[src/rtl/bus_grant_arbiter_pkg.sv]
// +----------------------------------------------------------------------+
// | bus_pkg: shared constants and state codes for bus_grant_arbiter.   |
// | Rev 1.0 - initial release                                            |
// +----------------------------------------------------------------------+
`default_nettype none

package bus_pkg;

  localparam int NUM_SRC = 24;
  localparam int SEL_W   = 5;
  // Bit 20 is cleared: the downstream mux has no input 20.
  localparam logic [NUM_SRC-1:0] SRC_MASK = 24'hEFFFFF;

  // Source indices shared with the mux instantiation.
  localparam int SRC_FIRST = 0;
  localparam int SRC_HOLE  = 20;
  localparam int SRC_LAST  = NUM_SRC - 1;

  typedef logic [1:0] state_t;
  localparam logic [1:0] IDLE  = 2'd0;
  localparam logic [1:0] GRANT = 2'd1;
  localparam logic [1:0] LOCK  = 2'd2;

endpackage

`default_nettype wire

[src/rtl/bus_grant_arbiter_if.sv]
// +----------------------------------------------------------------------+
// | bus_grant_arbiter_if: request/grant bundle between sources and the  |
// | arbiter. Rev 1.0 - initial release                                   |
// +----------------------------------------------------------------------+
`default_nettype none

interface bus_grant_arbiter_if;
  logic [bus_pkg::NUM_SRC-1:0] req;
  logic                        lock;
  logic [bus_pkg::SEL_W-1:0]   sel;
  logic                        sel_valid;
  logic [bus_pkg::NUM_SRC-1:0] gnt;
  logic [15:0]                 conflict_cnt;
  logic                        bad_req;

  modport master (
    output req, lock,
    input  sel, sel_valid, gnt, conflict_cnt, bad_req
  );

  modport slave (
    input  req, lock,
    output sel, sel_valid, gnt, conflict_cnt, bad_req
  );
endinterface

`default_nettype wire

[src/rtl/bus_grant_arbiter_rr_pick.sv]
// +----------------------------------------------------------------------+
// | rr_pick: combinational round-robin picker, first set bit from ptr.  |
// | Rev 1.0 - initial release                                            |
// +----------------------------------------------------------------------+
`default_nettype none

module rr_pick
  import bus_pkg::*;
(
  input  logic [NUM_SRC-1:0] eff_req,
  input  logic [SEL_W-1:0]   ptr,
  output logic [SEL_W-1:0]   idx,
  output logic               any
);

  localparam logic [SEL_W:0] N_SRC = (SEL_W+1)'(NUM_SRC);

  logic [NUM_SRC-1:0] rot;
  logic [SEL_W-1:0]   pos;
  logic [SEL_W:0]     sum;

  // Rotate so ptr lands at bit 0, find the lowest set bit, then undo the rotation.
  always_comb begin
    rot = NUM_SRC'({eff_req, eff_req} >> ptr);
    pos = '0;
    for (int k = NUM_SRC - 1; k >= 0; k--) begin
      if (rot[k]) pos = SEL_W'(k);
    end
    sum = {1'b0, ptr} + {1'b0, pos};
    idx = (sum >= N_SRC) ? SEL_W'(sum - N_SRC) : sum[SEL_W-1:0];
  end

  assign any = |eff_req;

endmodule

`default_nettype wire

[src/rtl/bus_grant_arbiter.sv]
// +----------------------------------------------------------------------+
// | bus_grant_arbiter: round-robin grant + registered mux select with   |
// | lock. Optional stats via macro BUS_CONFLICT_STATS_EN. Rev 1.0        |
// +----------------------------------------------------------------------+
`default_nettype none

module bus_grant_arbiter
  import bus_pkg::*;
(
  input  logic                    clk,
  input  logic                    clr_n,
  bus_grant_arbiter_if.slave      bus
);

  state_t             state;
  logic [SEL_W-1:0]   ptr;
  logic [NUM_SRC-1:0] eff_req;
  logic [SEL_W-1:0]   ptr_after;
  logic [SEL_W-1:0]   pick_ptr;
  logic [SEL_W-1:0]   pick_idx;
  logic               pick_any;
  logic               hold;

  assign eff_req   = bus.req & SRC_MASK;
  assign ptr_after = (bus.sel == SEL_W'(NUM_SRC - 1)) ? '0 : bus.sel + SEL_W'(1);
  assign hold      = bus.lock & bus.req[bus.sel];
  // Leaving GRANT/LOCK re-picks from the advanced pointer in the same edge.
  assign pick_ptr  = (state == IDLE) ? ptr : ptr_after;

  rr_pick u_pick (
    .eff_req (eff_req),
    .ptr     (pick_ptr),
    .idx     (pick_idx),
    .any     (pick_any)
  );

  always_ff @(posedge clk or negedge clr_n) begin
    if (!clr_n) begin
      state         <= IDLE;
      ptr           <= '0;
      bus.sel       <= '0;
      bus.gnt       <= '0;
      bus.sel_valid <= 1'b0;
    end else begin
      case (state)
        IDLE: begin
          if (pick_any) begin
            bus.sel       <= pick_idx;
            bus.gnt       <= NUM_SRC'(1) << pick_idx;
            bus.sel_valid <= 1'b1;
            state         <= GRANT;
          end else begin
            bus.gnt       <= '0;
            bus.sel_valid <= 1'b0;
          end
        end
        GRANT, LOCK: begin
          if (hold) begin
            state <= LOCK;
          end else begin
            ptr <= ptr_after;
            if (pick_any) begin
              bus.sel       <= pick_idx;
              bus.gnt       <= NUM_SRC'(1) << pick_idx;
              bus.sel_valid <= 1'b1;
              state         <= GRANT;
            end else begin
              bus.gnt       <= '0;
              bus.sel_valid <= 1'b0;
              state         <= IDLE;
            end
          end
        end
        default: begin
          state         <= IDLE;
          bus.gnt       <= '0;
          bus.sel_valid <= 1'b0;
        end
      endcase
    end
  end

`ifdef BUS_CONFLICT_STATS_EN
  logic multi_req;
  // More than one bit set iff clearing the lowest set bit leaves something.
  assign multi_req = |(eff_req & (eff_req - NUM_SRC'(1)));

  always_ff @(posedge clk or negedge clr_n) begin
    if (!clr_n) begin
      bus.conflict_cnt <= '0;
      bus.bad_req      <= 1'b0;
    end else begin
      if (multi_req && (bus.conflict_cnt != 16'hFFFF))
        bus.conflict_cnt <= bus.conflict_cnt + 16'd1;
      if (|(bus.req & ~SRC_MASK))
        bus.bad_req <= 1'b1;
    end
  end
`else
  assign bus.conflict_cnt = '0;
  assign bus.bad_req      = 1'b0;
`endif

endmodule

`default_nettype wire

[src/flat_wrapper.sv]
// flat-port wrapper written by rule: the top's interface ports become plain ports
module bus_grant_arbiter_flat import bus_pkg::*;
  (clk, clr_n, bus_req, bus_lock, bus_sel, bus_sel_valid, bus_gnt, bus_conflict_cnt, bus_bad_req);
  bus_grant_arbiter_if bus_i ();
  input  logic clk;
  input  logic clr_n;
  input wire logic [$bits(bus_i.req)-1:0] bus_req;
  input wire logic [$bits(bus_i.lock)-1:0] bus_lock;
  output wire logic [$bits(bus_i.sel)-1:0] bus_sel;
  output wire logic [$bits(bus_i.sel_valid)-1:0] bus_sel_valid;
  output wire logic [$bits(bus_i.gnt)-1:0] bus_gnt;
  output wire logic [$bits(bus_i.conflict_cnt)-1:0] bus_conflict_cnt;
  output wire logic [$bits(bus_i.bad_req)-1:0] bus_bad_req;
  assign bus_i.req = bus_req;
  assign bus_i.lock = bus_lock;
  assign bus_sel = bus_i.sel;
  assign bus_sel_valid = bus_i.sel_valid;
  assign bus_gnt = bus_i.gnt;
  assign bus_conflict_cnt = bus_i.conflict_cnt;
  assign bus_bad_req = bus_i.bad_req;
  bus_grant_arbiter u_core (.clk(clk), .clr_n(clr_n), .bus(bus_i));
endmodule
[config.mk]
export PLATFORM = sky130hd
export DESIGN_NAME = bus_grant_arbiter_flat
export DESIGN_NICKNAME = d
export VERILOG_FILES = /design/src/rtl/bus_grant_arbiter_pkg.sv /design/src/rtl/bus_grant_arbiter_if.sv /design/src/rtl/bus_grant_arbiter_rr_pick.sv /design/src/rtl/bus_grant_arbiter.sv /design/src/flat_wrapper.sv
export SDC_FILE = /design/constraint.sdc
export NUM_CORES = 1
export LEC_CHECK = 0
export BUFFER_PORTS_ARGS = -buffer_cell sky130_fd_sc_hd__buf_2
export CORE_MARGIN = 5
export CORE_UTILIZATION = 59
export CTS_CLUSTER_DIAMETER = 120
export DETAILED_ROUTE_END_ITERATION = 7
export GPL_TIMING_DRIVEN = 0
export PLACE_DENSITY = 0.78
export SLEW_MARGIN = 20
export SYNTH_ARGS = -nofsm -noshare
export SYNTH_HDL_FRONTEND = slang
export SYNTH_SLANG_ARGS = --single-unit
[constraint.sdc]
create_clock -name clk -period 5.88 [get_ports clk]
set_input_delay 0.588 -clock clk [delete_from_list [all_inputs] [get_ports clk]]
set_output_delay 0.588 -clock clk [all_outputs]
set_load 0.02 [all_outputs]
==> run_summary.xml <==
<?xml version="1.0" encoding="UTF-8"?>
<metrics>
  <group name="outcome">
    <metric name="run_status" unit="">complete, no violations</metric>
  </group>
  <group name="floorplan">
    <metric name="starting_density" unit="">0.597</metric>
    <metric name="floorplan.io_pins" unit="">74</metric>
    <metric name="core_region_area" unit="um2">8130</metric>
    <metric name="floorplan.rows" unit="">33</metric>
    <metric name="design.die.area" unit="um2">10100</metric>
    <metric name="fp.dieW" unit="um">101</metric>
    <metric name="die_h" unit="um">101</metric>
  </group>
  <group name="sta">
    <metric name="max_clock_freq" unit="MHz">173</metric>
    <metric name="drv_slew" unit="">0</metric>
    <metric name="finalWorstSetupSlack" unit="ns">0.109</metric>
    <metric name="timing.final.hold_violations" unit="">0</metric>
    <metric name="tightestPinTransition" unit="ns">0.893</metric>
    <metric name="clock_skew" unit="ns">0.00583</metric>
    <metric name="minimum_clock_period_after_layout" unit="ns">5.77</metric>
    <metric name="finalCritPeriodShare" unit="">0.981</metric>
    <metric name="slew-limit-headroom" unit="">0.400</metric>
    <metric name="report.final.setup_viol" unit="">0</metric>
  </group>
  <group name="synth">
    <metric name="syn_inst" unit="">595</metric>
    <metric name="ys_warn_count" unit="">0</metric>
    <metric name="synth_cell_types" unit="">81</metric>
    <metric name="ys_async_sr_fraction" unit="">1.00</metric>
    <metric name="yosys_register_bits" unit="">37</metric>
    <metric name="netlist_area" unit="um2">4860</metric>
    <metric name="synth_flop_cell" unit="">sky130_fd_sc_hd__dfrtp_1</metric>
    <metric name="seq_area_frac_synth" unit="">0.191</metric>
    <metric name="synth_enable_flop_cells" unit="">0</metric>
    <metric name="synthesis.area_per_instance" unit="um2">8.16</metric>
  </group>
  <group name="job">
    <metric name="cap_viol_max_count" unit="">0</metric>
  </group>
  <group name="route">
    <metric name="drtPass1Iterations" unit="">6</metric>
    <metric name="detail_route.wirelength" unit="um">17600</metric>
    <metric name="route.detailed.vias_per_inst" unit="">7.12</metric>
    <metric name="dr_total_vias" unit="">5680</metric>
    <metric name="drc_violations_left" unit="">0</metric>
    <metric name="met3_length" unit="um">2110</metric>
    <metric name="dr.first_iter.drc_count" unit="">796</metric>
    <metric name="route.detailed.wl_per_inst" unit="um">22.1</metric>
    <metric name="wl_met2" unit="um">7950</metric>
    <metric name="highest-signal-layer" unit="">met4</metric>
    <metric name="post_drt_antenna_nets" unit="">0</metric>
    <metric name="wirelength_met1" unit="um">6730</metric>
  </group>
  <group name="setup_path">
    <metric name="cp_common_cell" unit="">sky130_fd_sc_hd__inv_1</metric>
    <metric name="crit_slowest_cell" unit="">sky130_fd_sc_hd__mux4_2</metric>
    <metric name="worst-r2r-setup-slack" unit="ns">0.11</metric>
    <metric name="critical_path_required" unit="ns">6.09</metric>
    <metric name="cp_slowest_stage_delay" unit="ns">0.54</metric>
    <metric name="worst_r2r_startpoint" unit="">u_core.state[0]</metric>
    <metric name="crit-reg2reg-capture" unit="">u_core.bus.gnt[23]</metric>
    <metric name="critPathArrivalTime" unit="ns">5.98</metric>
    <metric name="critPathLaunchType" unit="">register</metric>
    <metric name="crit_path_end_kind" unit="">register</metric>
    <metric name="worst-r2r-cell-count" unit="">24</metric>
    <metric name="crit_type" unit="">reg -&gt; reg</metric>
    <metric name="timing.critical_path.fanout_max" unit="">7</metric>
    <metric name="cp_cell_sequence" unit="">inv_1, ha_1, buf_2, and2_4, a21oi_4, buf_4, mux4_2, a211oi_4, mux2_4, a221o_1, or3b_1, or4b_1, o21ai_1, a31oi_1, ha_2, inv_1, fa_1, inv_1, a21o_1, a21oi_2, xnor2_2, mux2i_4, or3b_4, o21ai_1</metric>
  </group>
  <group name="placed_design">
    <metric name="preCtsSetupSlack" unit="ns">-0.282</metric>
    <metric name="numPortBuffers" unit="">54</metric>
    <metric name="place_congestion" unit="">1.01</metric>
    <metric name="dp_hpwl" unit="um">13100</metric>
    <metric name="postPlaceCellArea" unit="um2">5320</metric>
  </group>
  <group name="clock_tree">
    <metric name="cts_root_buf" unit="">sky130_fd_sc_hd__clkbuf_8</metric>
    <metric name="cts_num_sinks" unit="">37</metric>
    <metric name="clock_tree_buffer_depth" unit="">2</metric>
    <metric name="cts.reportedPaths.clkPinSlew" unit="ns">0.08</metric>
    <metric name="htree_num_levels" unit="">2</metric>
    <metric name="post_cts_hold_buffer_count" unit="">0</metric>
    <metric name="worst_skew_pair.late_latency" unit="ns">0.29</metric>
    <metric name="tritoncts" unit="">built</metric>
    <metric name="tritoncts.num_buffers" unit="">5</metric>
  </group>
  <group name="final_layout">
    <metric name="nFillCells" unit="">666</metric>
    <metric name="seqCellArea" unit="um2">927</metric>
    <metric name="layout-drive-gt1-share" unit="">0.306</metric>
    <metric name="final_net_count" unit="">728</metric>
    <metric name="flow.area_growth_from_synthesis" unit="%">19.8</metric>
    <metric name="leading_cell_type_in_the_layout_fill_and_taps_excluded" unit="">sky130_fd_sc_hd__buf_2</metric>
    <metric name="multi_input_comb_area" unit="um2">3740</metric>
    <metric name="layout.cells.most_common_list" unit="">69 x sky130_fd_sc_hd__buf_2, 60 x sky130_fd_sc_hd__nand2_1, 41 x sky130_fd_sc_hd__buf_4, 36 x sky130_fd_sc_hd__dfrtp_1, 35 x sky130_fd_sc_hd__o211ai_1</metric>
    <metric name="antennaDiodeCount" unit="">0</metric>
    <metric name="finalInstanceArea" unit="um2">5820</metric>
  </group>
  <group name="grt">
    <metric name="vias_in_the_first_global_route" unit="">5195</metric>
    <metric name="grt_overflow_total" unit="">0</metric>
    <metric name="overall_routing_resource_usage" unit="">0.332</metric>
    <metric name="antenna_found_initial" unit="">0</metric>
    <metric name="global_route_wire_length_before_repair" unit="um">27100</metric>
    <metric name="grt_max_degree" unit="">38</metric>
  </group>
  <group name="min_path">
    <metric name="hp-class" unit="">in -&gt; async</metric>
  </group>
</metrics>
[Yosys cell counts (all sizes together), types with 3 or more instances]
cell / instances / share of area
inv: 26 / 0.020
dfrtp: 37 / 0.19
o41ai: 5 / 0.0090
a31oi: 7 / 0.0090
and2: 3 / 0.0039
and4b: 3 / 0.0062
nor2: 34 / 0.027
nand2b: 9 / 0.013
nand3: 27 / 0.028
a32o: 3 / 0.0062
mux2: 19 / 0.044
a21oi: 20 / 0.024
nor3: 13 / 0.016
and3: 10 / 0.014
xnor2: 4 / 0.0072
a211o: 6 / 0.011
nor2b: 4 / 0.0052
ha: 8 / 0.021
or3: 4 / 0.0052
a221oi: 3 / 0.0054
o22a: 3 / 0.0054
o2111ai: 9 / 0.016
nand4: 8 / 0.010
a21boi: 5 / 0.0077
buf: 50 / 0.064
nor4: 7 / 0.0090
o211a: 5 / 0.010
a21o: 4 / 0.0062
o31ai: 6 / 0.012
nand2: 60 / 0.046
o211ai: 35 / 0.054
clkbuf: 12 / 0.0093
o21ai: 35 / 0.038
o21a: 7 / 0.011
mux4: 13 / 0.063
a211oi: 18 / 0.029
or3b: 3 / 0.0059
mux2i: 26 / 0.054
o22ai: 3 / 0.0039
a22o: 7 / 0.013
[state kept, by name, indices dropped and copies added, names as in the netlist]
signal                cells
u_core.bus.sel_valid      1
u_core.ptr                5
u_core.bus.sel            5
u_core.bus.gnt           24
u_core.state              2
[cell families after synthesis]
logic type,after synthesis,share of synthesized area
other cells,1,0.000772
fa+ha+maj,9,0.0247
mux,58,0.160
buf+inv,88,0.0933
compound gates,202,0.310
xor+xnor,5,0.0106
simple gates,195,0.209
flops,37,0.191
[worst max-delay path, delay by kind of cell (launching register included)]
kind                       cells  cell delay [ns]
buffers and inverters          5             0.53
xor gates and xnor gates       1             0.27
muxes                          3             1.13
and+or+nand+nor                4             1.15
adders and majority gates      3             0.81
DFF                            1             0.38
AOI/OAI and AO/OA              8             1.42
[what timing repair did]
action / in CTS / in global routing
pin swaps: 0 / 10
setup buffers: 0 / 20
setup endpoints to repair: 23 / 25
resized for setup: 9 / 58
[final cells by class]
type / instances / area share
plain buffers: 62 / 0.0676
inverters: 26 / 0.0179
flip-flops and latches: 37 / 0.159
repair buffers: 74 / 0.0744
clock buffers: 5 / 0.0118
well taps: 105 / 0.0226
clock inverters: 3 / 0.00301
multi-input cells: 486 / 0.643
[layer usage]
layer,global-route usage,up-vias
li1,-,2470
met1,0.449,2626
met2,0.540,490
met3,0.0457,94
met4,0.125,0
met5,0,-
[worst max path at each step]
stage	start	end	slack [ns]
after floorplan	u_core.bus.sel[0]	u_core.bus.gnt[21]	0.72
after global placement	u_core.bus.sel[0]	u_core.bus.gnt[13]	-0.08
after detailed placement	u_core.bus.sel[0]	u_core.bus.gnt[13]	-0.28
after CTS	u_core.bus.sel[0]	u_core.bus.gnt[21]	0.01
after global routing	u_core.state[0]	u_core.bus.gnt[23]	-0.04
final	u_core.state[0]	u_core.bus.gnt[23]	0.11
[stage by stage]
stage	hold slack, ns	TNS (ns)	instances	util
global route	0.450	-0.0646	798	0.715
detailed placement	0.470	-2.79	770	0.654
floorplan	0.292	0	611	-
global placement	0.461	-0.360	770	0.654
CTS	0.401	0	778	0.670
finish	0.387	0	798	0.715
Power is left out: the tool's default activity adds up to more than one toggle a clock period on the data nets, which glitch-free logic cannot reach.
